[src/rtl/keypad_matrix_scanner_pkg.sv]
// rtl/keypad_matrix_scanner_pkg.sv - shared geometry, key-code width helper and key event type
//
// Purpose : definitions shared by the keypad scanner, its event encoder and its
//           event interface.
// Contents: key_w()     - bits needed to encode a key index for a rows x cols matrix
//           KP_ROWS/KP_COLS - default matrix geometry
//           KEY_W       - key-code width for the default geometry
//           key_event_t - {code, press} event as presented to the consumer
package keypad_pkg;

    function automatic int key_w(input int rows, input int cols);
        return (rows * cols > 1) ? $clog2(rows * cols) : 1;
    endfunction

    localparam int KP_ROWS = 4;
    localparam int KP_COLS = 4;
    localparam int KEY_W   = key_w(KP_ROWS, KP_COLS);

    // The event code is sized from the package geometry, so a scanner built
    // with a different ROWS/COLS needs these defaults changed alongside it.
    typedef struct packed {
        logic [KEY_W-1:0] code;
        logic             press;
    } key_event_t;

endpackage

[src/rtl/keypad_matrix_scanner_if.sv]
// rtl/keypad_matrix_scanner_if.sv - valid/ready key event channel
//
// Purpose : carries press/release events from the scanner to the consumer.
// Signals : key_valid - an event is presented
//           key_ready - consumer accepts when key_valid && key_ready
//           key_code  - key index = row*COLS + col
//           key_press - 1 = press, 0 = release
// Modports: master (scanner side), slave (consumer side)
interface keypad_matrix_scanner_if #(
    parameter int KEY_W = 4
) ();

    logic             key_valid;
    logic             key_ready;
    logic [KEY_W-1:0] key_code;
    logic             key_press;

    modport master (
        output key_valid,
        output key_code,
        output key_press,
        input  key_ready
    );

    modport slave (
        input  key_valid,
        input  key_code,
        input  key_press,
        output key_ready
    );

endinterface

[src/rtl/keypad_matrix_scanner_event_encoder.sv]
// rtl/keypad_matrix_scanner_event_encoder.sv - turns debounced bitmap changes into valid/ready events
//
// Purpose : keeps the bitmap already reported to the consumer, picks the lowest
//           differing key and holds it on the event channel until accepted.
// Ports   : clk, rst_n   - clock, asynchronous active-low reset
//           keys_state   - debounced key bitmap
//           ev_if        - event channel (master side)
module keypad_event_encoder
    import keypad_pkg::*;
#(
    parameter int NKEYS = KP_ROWS * KP_COLS
) (
    input  logic             clk,
    input  logic             rst_n,
    input  logic [NKEYS-1:0] keys_state,
    keypad_matrix_scanner_if.master ev_if
);

    logic [NKEYS-1:0] reported_q;
    logic [NKEYS-1:0] reported_d;
    logic             valid_q;
    logic             valid_d;
    key_event_t       ev_q;
    key_event_t       ev_d;

    logic [NKEYS-1:0] diff;
    logic             found;
    logic [KEY_W-1:0] first_idx;

    // Find-first-set: scanning downward leaves the lowest set index last.
    always_comb begin
        diff      = keys_state ^ reported_q;
        found     = 1'b0;
        first_idx = '0;
        for (int i = NKEYS - 1; i >= 0; i--) begin
            if (diff[i]) begin
                found     = 1'b1;
                first_idx = KEY_W'(i);
            end
        end
    end

    // Selection only happens while idle, so a presented event stays frozen and
    // key_valid always drops for a cycle after each handshake. The reported
    // bitmap is updated with what was actually delivered, so a key that
    // changed again while pending is picked up as a fresh difference.
    always_comb begin
        reported_d = reported_q;
        valid_d    = valid_q;
        ev_d       = ev_q;
        if (valid_q) begin
            if (ev_if.key_ready) begin
                valid_d                = 1'b0;
                reported_d[ev_q.code]  = ev_q.press;
            end
        end else if (found) begin
            valid_d    = 1'b1;
            ev_d.code  = first_idx;
            ev_d.press = keys_state[first_idx];
        end
    end

    always_ff @(posedge clk or negedge rst_n) begin
        if (!rst_n) begin
            reported_q <= '0;
            valid_q    <= 1'b0;
            ev_q       <= '0;
        end else begin
            reported_q <= reported_d;
            valid_q    <= valid_d;
            ev_q       <= ev_d;
        end
    end

    assign ev_if.key_valid = valid_q;
    assign ev_if.key_code  = ev_q.code;
    assign ev_if.key_press = ev_q.press;

endmodule

[src/rtl/keypad_matrix_scanner.sv]
// rtl/keypad_matrix_scanner.sv - column-scanning keypad matrix reader with frame debounce
//
// Purpose : drives one active-low column at a time, samples synchronised rows,
//           debounces whole scan frames and reports key changes as events.
// Ports   : clk        - system clock
//           rst_n      - asynchronous active-low reset
//           row_n      - raw active-low row lines (asynchronous)
//           col_n      - active-low one-hot column drive
//           keys_state - debounced bitmap, bit = row*COLS + col, 1 = held
//           key_if     - press/release event channel (master side)
module keypad_matrix_scanner
    import keypad_pkg::*;
#(
    parameter int COLS            = KP_COLS,
    parameter int ROWS            = KP_ROWS,
    parameter int SCAN_DIV        = 50_000,
    parameter int DEBOUNCE_FRAMES = 10
) (
    input  logic                 clk,
    input  logic                 rst_n,
    input  logic [ROWS-1:0]      row_n,
    output logic [COLS-1:0]      col_n,
    keypad_matrix_scanner_if.master key_if,
    output logic [ROWS*COLS-1:0] keys_state
);

    localparam int NKEYS   = ROWS * COLS;
    localparam int DWELL_W = (SCAN_DIV > 1) ? $clog2(SCAN_DIV) : 1;
    localparam int COL_W   = (COLS > 1) ? $clog2(COLS) : 1;
    localparam int CNT_W   = $clog2(DEBOUNCE_FRAMES + 1);

    localparam logic [DWELL_W-1:0] DWELL_LAST = DWELL_W'(SCAN_DIV - 1);
    localparam logic [COL_W-1:0]   COL_LAST   = COL_W'(COLS - 1);
    localparam logic [CNT_W-1:0]   CNT_MAX    = CNT_W'(DEBOUNCE_FRAMES);
    localparam logic [CNT_W-1:0]   CNT_ONE    = CNT_W'(1);

    logic [ROWS-1:0]    row_meta_q,   row_meta_d;
    logic [ROWS-1:0]    row_sync_q,   row_sync_d;
    logic               active_q,     active_d;
    logic [DWELL_W-1:0] dwell_q,      dwell_d;
    logic [COL_W-1:0]   col_q,        col_d;
    logic [NKEYS-1:0]   frame_q,      frame_d;
    logic [NKEYS-1:0]   prev_q,       prev_d;
    logic [CNT_W-1:0]   cnt_q,        cnt_d;
    logic [NKEYS-1:0]   keys_state_q, keys_state_d;

    logic [ROWS-1:0]    rows_act;
    logic               capture;
    logic               frame_done;
    logic [NKEYS-1:0]   frame_cap;
    logic [CNT_W-1:0]   cnt_new;

    // Scan and capture.
    // active_q holds the columns released for the first cycle after reset so
    // column 0 then gets its full SCAN_DIV dwell.
    always_comb begin
        row_meta_d = row_n;
        row_sync_d = row_meta_q;
        rows_act   = ~row_sync_q;

        capture    = active_q && (dwell_q == DWELL_LAST);
        frame_done = capture && (col_q == COL_LAST);

        frame_cap = frame_q;
        for (int r = 0; r < ROWS; r++) begin
            for (int c = 0; c < COLS; c++) begin
                if (col_q == COL_W'(c)) begin
                    frame_cap[r*COLS + c] = rows_act[r];
                end
            end
        end

        active_d = 1'b1;
        dwell_d  = dwell_q;
        col_d    = col_q;
        if (active_q) begin
            if (dwell_q == DWELL_LAST) begin
                dwell_d = '0;
                col_d   = (col_q == COL_LAST) ? '0 : col_q + COL_W'(1);
            end else begin
                dwell_d = dwell_q + DWELL_W'(1);
            end
        end

        frame_d = capture ? frame_cap : frame_q;
    end

    // Frame debounce: any frame that differs from the previous one restarts
    // the count at 1; the bitmap is accepted whenever the count sits at
    // DEBOUNCE_FRAMES (which with DEBOUNCE_FRAMES == 1 is every frame).
    always_comb begin
        prev_d       = prev_q;
        cnt_d        = cnt_q;
        keys_state_d = keys_state_q;
        cnt_new      = (cnt_q == CNT_MAX) ? CNT_MAX : cnt_q + CNT_ONE;
        if (frame_done) begin
            if (frame_cap != prev_q) begin
                prev_d  = frame_cap;
                cnt_new = CNT_ONE;
            end
            cnt_d = cnt_new;
            if (cnt_new == CNT_MAX) begin
                keys_state_d = frame_cap;
            end
        end
    end

    always_ff @(posedge clk or negedge rst_n) begin
        if (!rst_n) begin
            row_meta_q   <= '1;
            row_sync_q   <= '1;
            active_q     <= 1'b0;
            dwell_q      <= '0;
            col_q        <= '0;
            frame_q      <= '0;
            prev_q       <= '0;
            cnt_q        <= '0;
            keys_state_q <= '0;
        end else begin
            row_meta_q   <= row_meta_d;
            row_sync_q   <= row_sync_d;
            active_q     <= active_d;
            dwell_q      <= dwell_d;
            col_q        <= col_d;
            frame_q      <= frame_d;
            prev_q       <= prev_d;
            cnt_q        <= cnt_d;
            keys_state_q <= keys_state_d;
        end
    end

    always_comb begin
        col_n = '1;
        for (int c = 0; c < COLS; c++) begin
            if (active_q && (col_q == COL_W'(c))) begin
                col_n[c] = 1'b0;
            end
        end
    end

    assign keys_state = keys_state_q;

    keypad_event_encoder #(
        .NKEYS (NKEYS)
    ) u_event_encoder (
        .clk        (clk),
        .rst_n      (rst_n),
        .keys_state (keys_state_q),
        .ev_if      (key_if)
    );

endmodule

[src/flat_wrapper.sv]
// flat-port wrapper written by rule: the top's interface ports become plain ports
module keypad_matrix_scanner_flat import keypad_pkg::*;
#(
    parameter int COLS            = KP_COLS,
    parameter int ROWS            = KP_ROWS,
    parameter int SCAN_DIV        = 50_000,
    parameter int DEBOUNCE_FRAMES = 10
)
  (clk, rst_n, row_n, col_n, keys_state, key_if_key_valid, key_if_key_code, key_if_key_press, key_if_key_ready);
  keypad_matrix_scanner_if #(.KEY_W(KEY_W)) key_if_i ();
  input  logic clk;
  input  logic rst_n;
  input  logic [ROWS-1:0] row_n;
  output logic [COLS-1:0] col_n;
  output logic [ROWS*COLS-1:0] keys_state;
  output wire logic [$bits(key_if_i.key_valid)-1:0] key_if_key_valid;
  output wire logic [$bits(key_if_i.key_code)-1:0] key_if_key_code;
  output wire logic [$bits(key_if_i.key_press)-1:0] key_if_key_press;
  input wire logic [$bits(key_if_i.key_ready)-1:0] key_if_key_ready;
  assign key_if_key_valid = key_if_i.key_valid;
  assign key_if_key_code = key_if_i.key_code;
  assign key_if_key_press = key_if_i.key_press;
  assign key_if_i.key_ready = key_if_key_ready;
  keypad_matrix_scanner #(.COLS(COLS), .ROWS(ROWS), .SCAN_DIV(SCAN_DIV), .DEBOUNCE_FRAMES(DEBOUNCE_FRAMES)) u_core (.clk(clk), .rst_n(rst_n), .row_n(row_n), .col_n(col_n), .key_if(key_if_i), .keys_state(keys_state));
endmodule
[config.mk]
export PLATFORM = sky130hd
export DESIGN_NAME = keypad_matrix_scanner_flat
export DESIGN_NICKNAME = d
export VERILOG_FILES = /design/src/rtl/keypad_matrix_scanner_pkg.sv /design/src/rtl/keypad_matrix_scanner_if.sv /design/src/rtl/keypad_matrix_scanner_event_encoder.sv /design/src/rtl/keypad_matrix_scanner.sv /design/src/flat_wrapper.sv
export SDC_FILE = /design/constraint.sdc
export NUM_CORES = 1
export LEC_CHECK = 0
export ABC_AREA = 1
export BUFFER_PORTS_ARGS = -buffer_cell sky130_fd_sc_hd__buf_2
export CAP_MARGIN = 15
export CORE_MARGIN = 3
export CORE_UTILIZATION = 65
export DETAILED_ROUTE_END_ITERATION = 16
export MAX_ROUTING_LAYER = met4
export PLACE_DENSITY = 0.89
export SLEW_MARGIN = 30
export SYNTH_ARGS = -nofsm -noshare
export SYNTH_HDL_FRONTEND = slang
export SYNTH_SLANG_ARGS = --single-unit
[constraint.sdc]
create_clock -name clk -period 6.1 [get_ports clk]
set_clock_uncertainty 0.15 [all_clocks]
set_input_delay 0.61 -clock clk [delete_from_list [all_inputs] [get_ports clk]]
set_output_delay 0.61 -clock clk [all_outputs]
set_load 0.02 [all_outputs]
==> results.py <==
metrics = {
    "run_status": {
        "status": "complete, no violations",
    },
    "yosys": {
        "async_flop_share_pct": 100,
        "syn_area_per_cell_um2": 8.33,
        "seq_area_frac_synth_pct": 49.6,
        "synth_nets": 628,
        "synth_edf_count": 0,
        "synth_ff_type": "dfrtp_1",
        "yosys_warnings": 0,
        "syn-instance-count": 614,
        "synthDistinctLibCells": 37,
        "synth-seq-cells": 101,
        "syn_area_mm2": 0.00512,
    },
    "placed_design": {
        "routabilityCongestion": 0.939,
        "dp_hpwl_um": 8230,
        "portBuffers": 32,
        "postPlaceCellArea_mm2": 0.00531,
        "dp_cells": 730,
    },
    "finish": {
        "design_area_mm2": 0.00552,
        "layout_common_cells": "165 x nand2_1, 93 x dfrtp_1, 72 x inv_1, 64 x o21ai_0, 35 x nand3_1",
        "layout.nets": 656,
        "antennaDiodeCount": 0,
        "drive_gt1_share_pct": 13.0,
        "final_common_cell": "nand2_1",
        "layout.cells.non_filler": 746,
        "syn_to_final_growth_pct": 7.80,
    },
    "sta": {
        "fmax_mhz": 309,
        "rsz0062_at_grt": "false",
        "tightest_slew_ns": 0.811,
        "finalCritPeriodShare_pct": 53.1,
        "relSlewSlack_pct": 46.0,
        "hold_viol_final": 0,
        "setup_viol": 0,
        "finalCriticalPeriod_ns": 3.24,
        "tns_ns": 0,
        "drv_slew": 0,
    },
    "die": {
        "die_h_um": 94.7,
        "boundaryPins": 33,
        "rows": 31,
        "die_w_um": 94.7,
        "die_area_mm2": 0.00897,
        "core-area_mm2": 0.00745,
        "start_util_pct": 68.7,
    },
    "clocking": {
        "htree_levels": 3,
        "clkSlewWorstSetupHoldPaths_ns": 0.10,
        "cts_tree": "done",
        "cts_sinks": 101,
        "cts_resized": 0,
        "post_cts_buffers": 0,
        "clk_latency_ns": 0.36,
        "cts_hold_buf": 0,
        "cts_inserted_buffers": 9,
        "cts.root.buffer_cell": "clkbuf_8",
        "clock_path_buffers": 2,
    },
    "setup_path": {
        "r2r_cells": 14,
        "path_delay_family": "simple AND/OR/NAND/NOR gates",
        "start_kind": "flip-flop",
        "rrSetupSlack_ns": 2.86,
        "cp_num_buf_inv": 2,
        "worstSetupPathDepth": 14,
        "cpPeakStageDelay_ns": 0.42,
        "critPathArrivalTime_ns": 3.34,
        "cp_slowest_cell": "dfrtp_1",
        "cp_cell_sequence": "inv_1 > ha_1 > nand2_1 > o21ai_1 > xor2_1 > nand4_1 > nor4_1 > nand2_1 > clkinv_2 > nand2_2 > nor2_4 > nand4_4 > nand2_1 > o21ai_1",
        "endpoint_kind": "flip-flop",
        "path_class": "flip-flop to flip-flop",
        "crit_path_max_fanout": 32,
        "worstPathRequired_ns": 6.20,
        "cpMostUsedCell": "nand2_1",
    },
    "drt": {
        "via_count": 4190,
        "wire_per_inst_um": 14.9,
        "first_iter_violations": 299,
        "wirelength_um": 11100,
        "ant_nets": 0,
        "route.detailed.drc": 0,
        "dr.pass1.iters": 4,
        "viasPerCell": 5.62,
    },
    "power": {
        "power_mw": 1.23,
        "cellLeakagePower_nw": 2.62,
        "peakVddDrop_mv": 0.168,
        "power_density_mw_per_mm2": 222,
    },
    "worst_hold_path": {
        "hp-class": "input pin to asynchronous set/reset pin",
    },
    "grt": {
        "grt_pass1_vias": 4054,
        "grt_use_total_pct": 27.8,
        "antenna_found_initial": 0,
        "grt_max_degree": 68,
        "grt_pass1_wl_um": 18600,
        "overflow": 0,
    },
    "job": {
        "cap_violations": 0,
    },
}
## final timing paths
path                                           start                                     to
max in group asynchronous                      rst_n                  u_core.keys_state[10]
worst max-delay path                 u_core.col_q[0]                  u_core.keys_state[14]
min in group clk                            row_n[2]                   u_core.row_meta_q[2]
worst max register to register       u_core.col_q[0]                  u_core.keys_state[14]
worst min-delay path                           rst_n  u_core.u_event_encoder.reported_q[14]
worst min register to register  u_core.row_meta_q[0]                   u_core.row_sync_q[0]
## synthesized netlist by cell type, types with 2 or more instances
cell type	n	share of area, %
ha_1	7	1.7
nor4_1	6	0.73
nor3_1	9	0.88
clkbuf_1	9	0.66
o21ai_2	14	2.4
xor2_1	9	1.5
dfrtp_1	93	45
o21ai_0	64	6.3
o22ai_1	4	0.49
nand2_1	165	12
o21ai_1	17	1.7
nand3b_1	2	0.29
dfstp_2	8	4.1
or2_2	2	0.24
inv_1	72	5.3
o21ai_4	2	0.64
nand4_1	8	0.98
nand2_2	4	0.49
xnor2_1	18	3.1
a21oi_1	13	1.3
nand3_1	35	3.4
a31oi_1	7	0.86
buf_6	4	0.88
nor2_1	28	2.1
buf_4	2	0.29
## worst reg2reg max path: cells and delay by family, from the launching register on
family	cells	cell delay, ns
DFF	1	0.42
AOI/OAI and AO/OA	2	0.37
and+or+nand+nor	8	1.38
adders and majority gates	1	0.38
xor gates and xnor gates	1	0.18
buffers and inverters	2	0.25
## stage by stage
step / hold slack (ns) / setup slack, ns / utilization (%)
after floorplan: 0.164 / 3.63 / -
final: 0.0356 / 2.86 / 74.1
after global placement: 0.197 / 3.05 / 71.3
after CTS: 0.0450 / 2.87 / 74.1
after global routing: 0.0569 / 2.55 / 74.1
after detailed placement: 0.201 / 2.91 / 71.3
## power breakdown
| part | switching (mW) | internal, mW | leakage (nW) | total (mW) |
|---|---|---|---|---|
| Clock | 0.243 | 0.196 | 0.103 | 0.439 |
| Combinational | 0.0550 | 0.0239 | 1.15 | 0.0789 |
| Sequential | 0.0157 | 0.691 | 1.37 | 0.707 |
## cell families (layout without fill, tap and decap cells)
logic type      after synthesis  count (layout)  synth area share [%]
compound gates              125             125                  14.4
xor+xnor                     27              27                  4.62
fa+ha+maj                     7               7                  1.71
buf+inv                      89             122                  7.31
flops                       101             101                  49.6
other cells                   1               1                0.0733
simple gates                264             264                  22.3
## routing by layer
layer	vias to the layer above	GRT usage, %	part of all wire, %
met1	1973	35.5	43
met4	0	12.3	3.3
met2	124	44.4	49
li1	2063	-	-
met3	30	3.82	4.9
met5	-	-	0
## cell type report
class	count	area, µm²
flip-flops and latches	101	2540
multi-input cells	424	2200
fillers	559	1930
inverters	73	275
repair buffers	33	170
clock buffers	9	124
well taps	99	124
clock inverters	7	80.1
## registers in the layout, indices dropped and copies added (netlist names)
register and cells:
u_core.u_event_encoder.reported_q 16, u_core.u_event_encoder.ev_if.key_press 1, u_core.active_q 1, u_core.frame_q 16
u_core.u_event_encoder.ev_if.key_code 4, u_core.keys_state 16, u_core.dwell_q 16, u_core.row_sync_q 4
u_core.prev_q 16, u_core.row_meta_q 4, u_core.cnt_q 4, u_core.col_q 2
u_core.u_event_encoder.ev_if.key_valid 1
(Power assumes the default switching activity.)
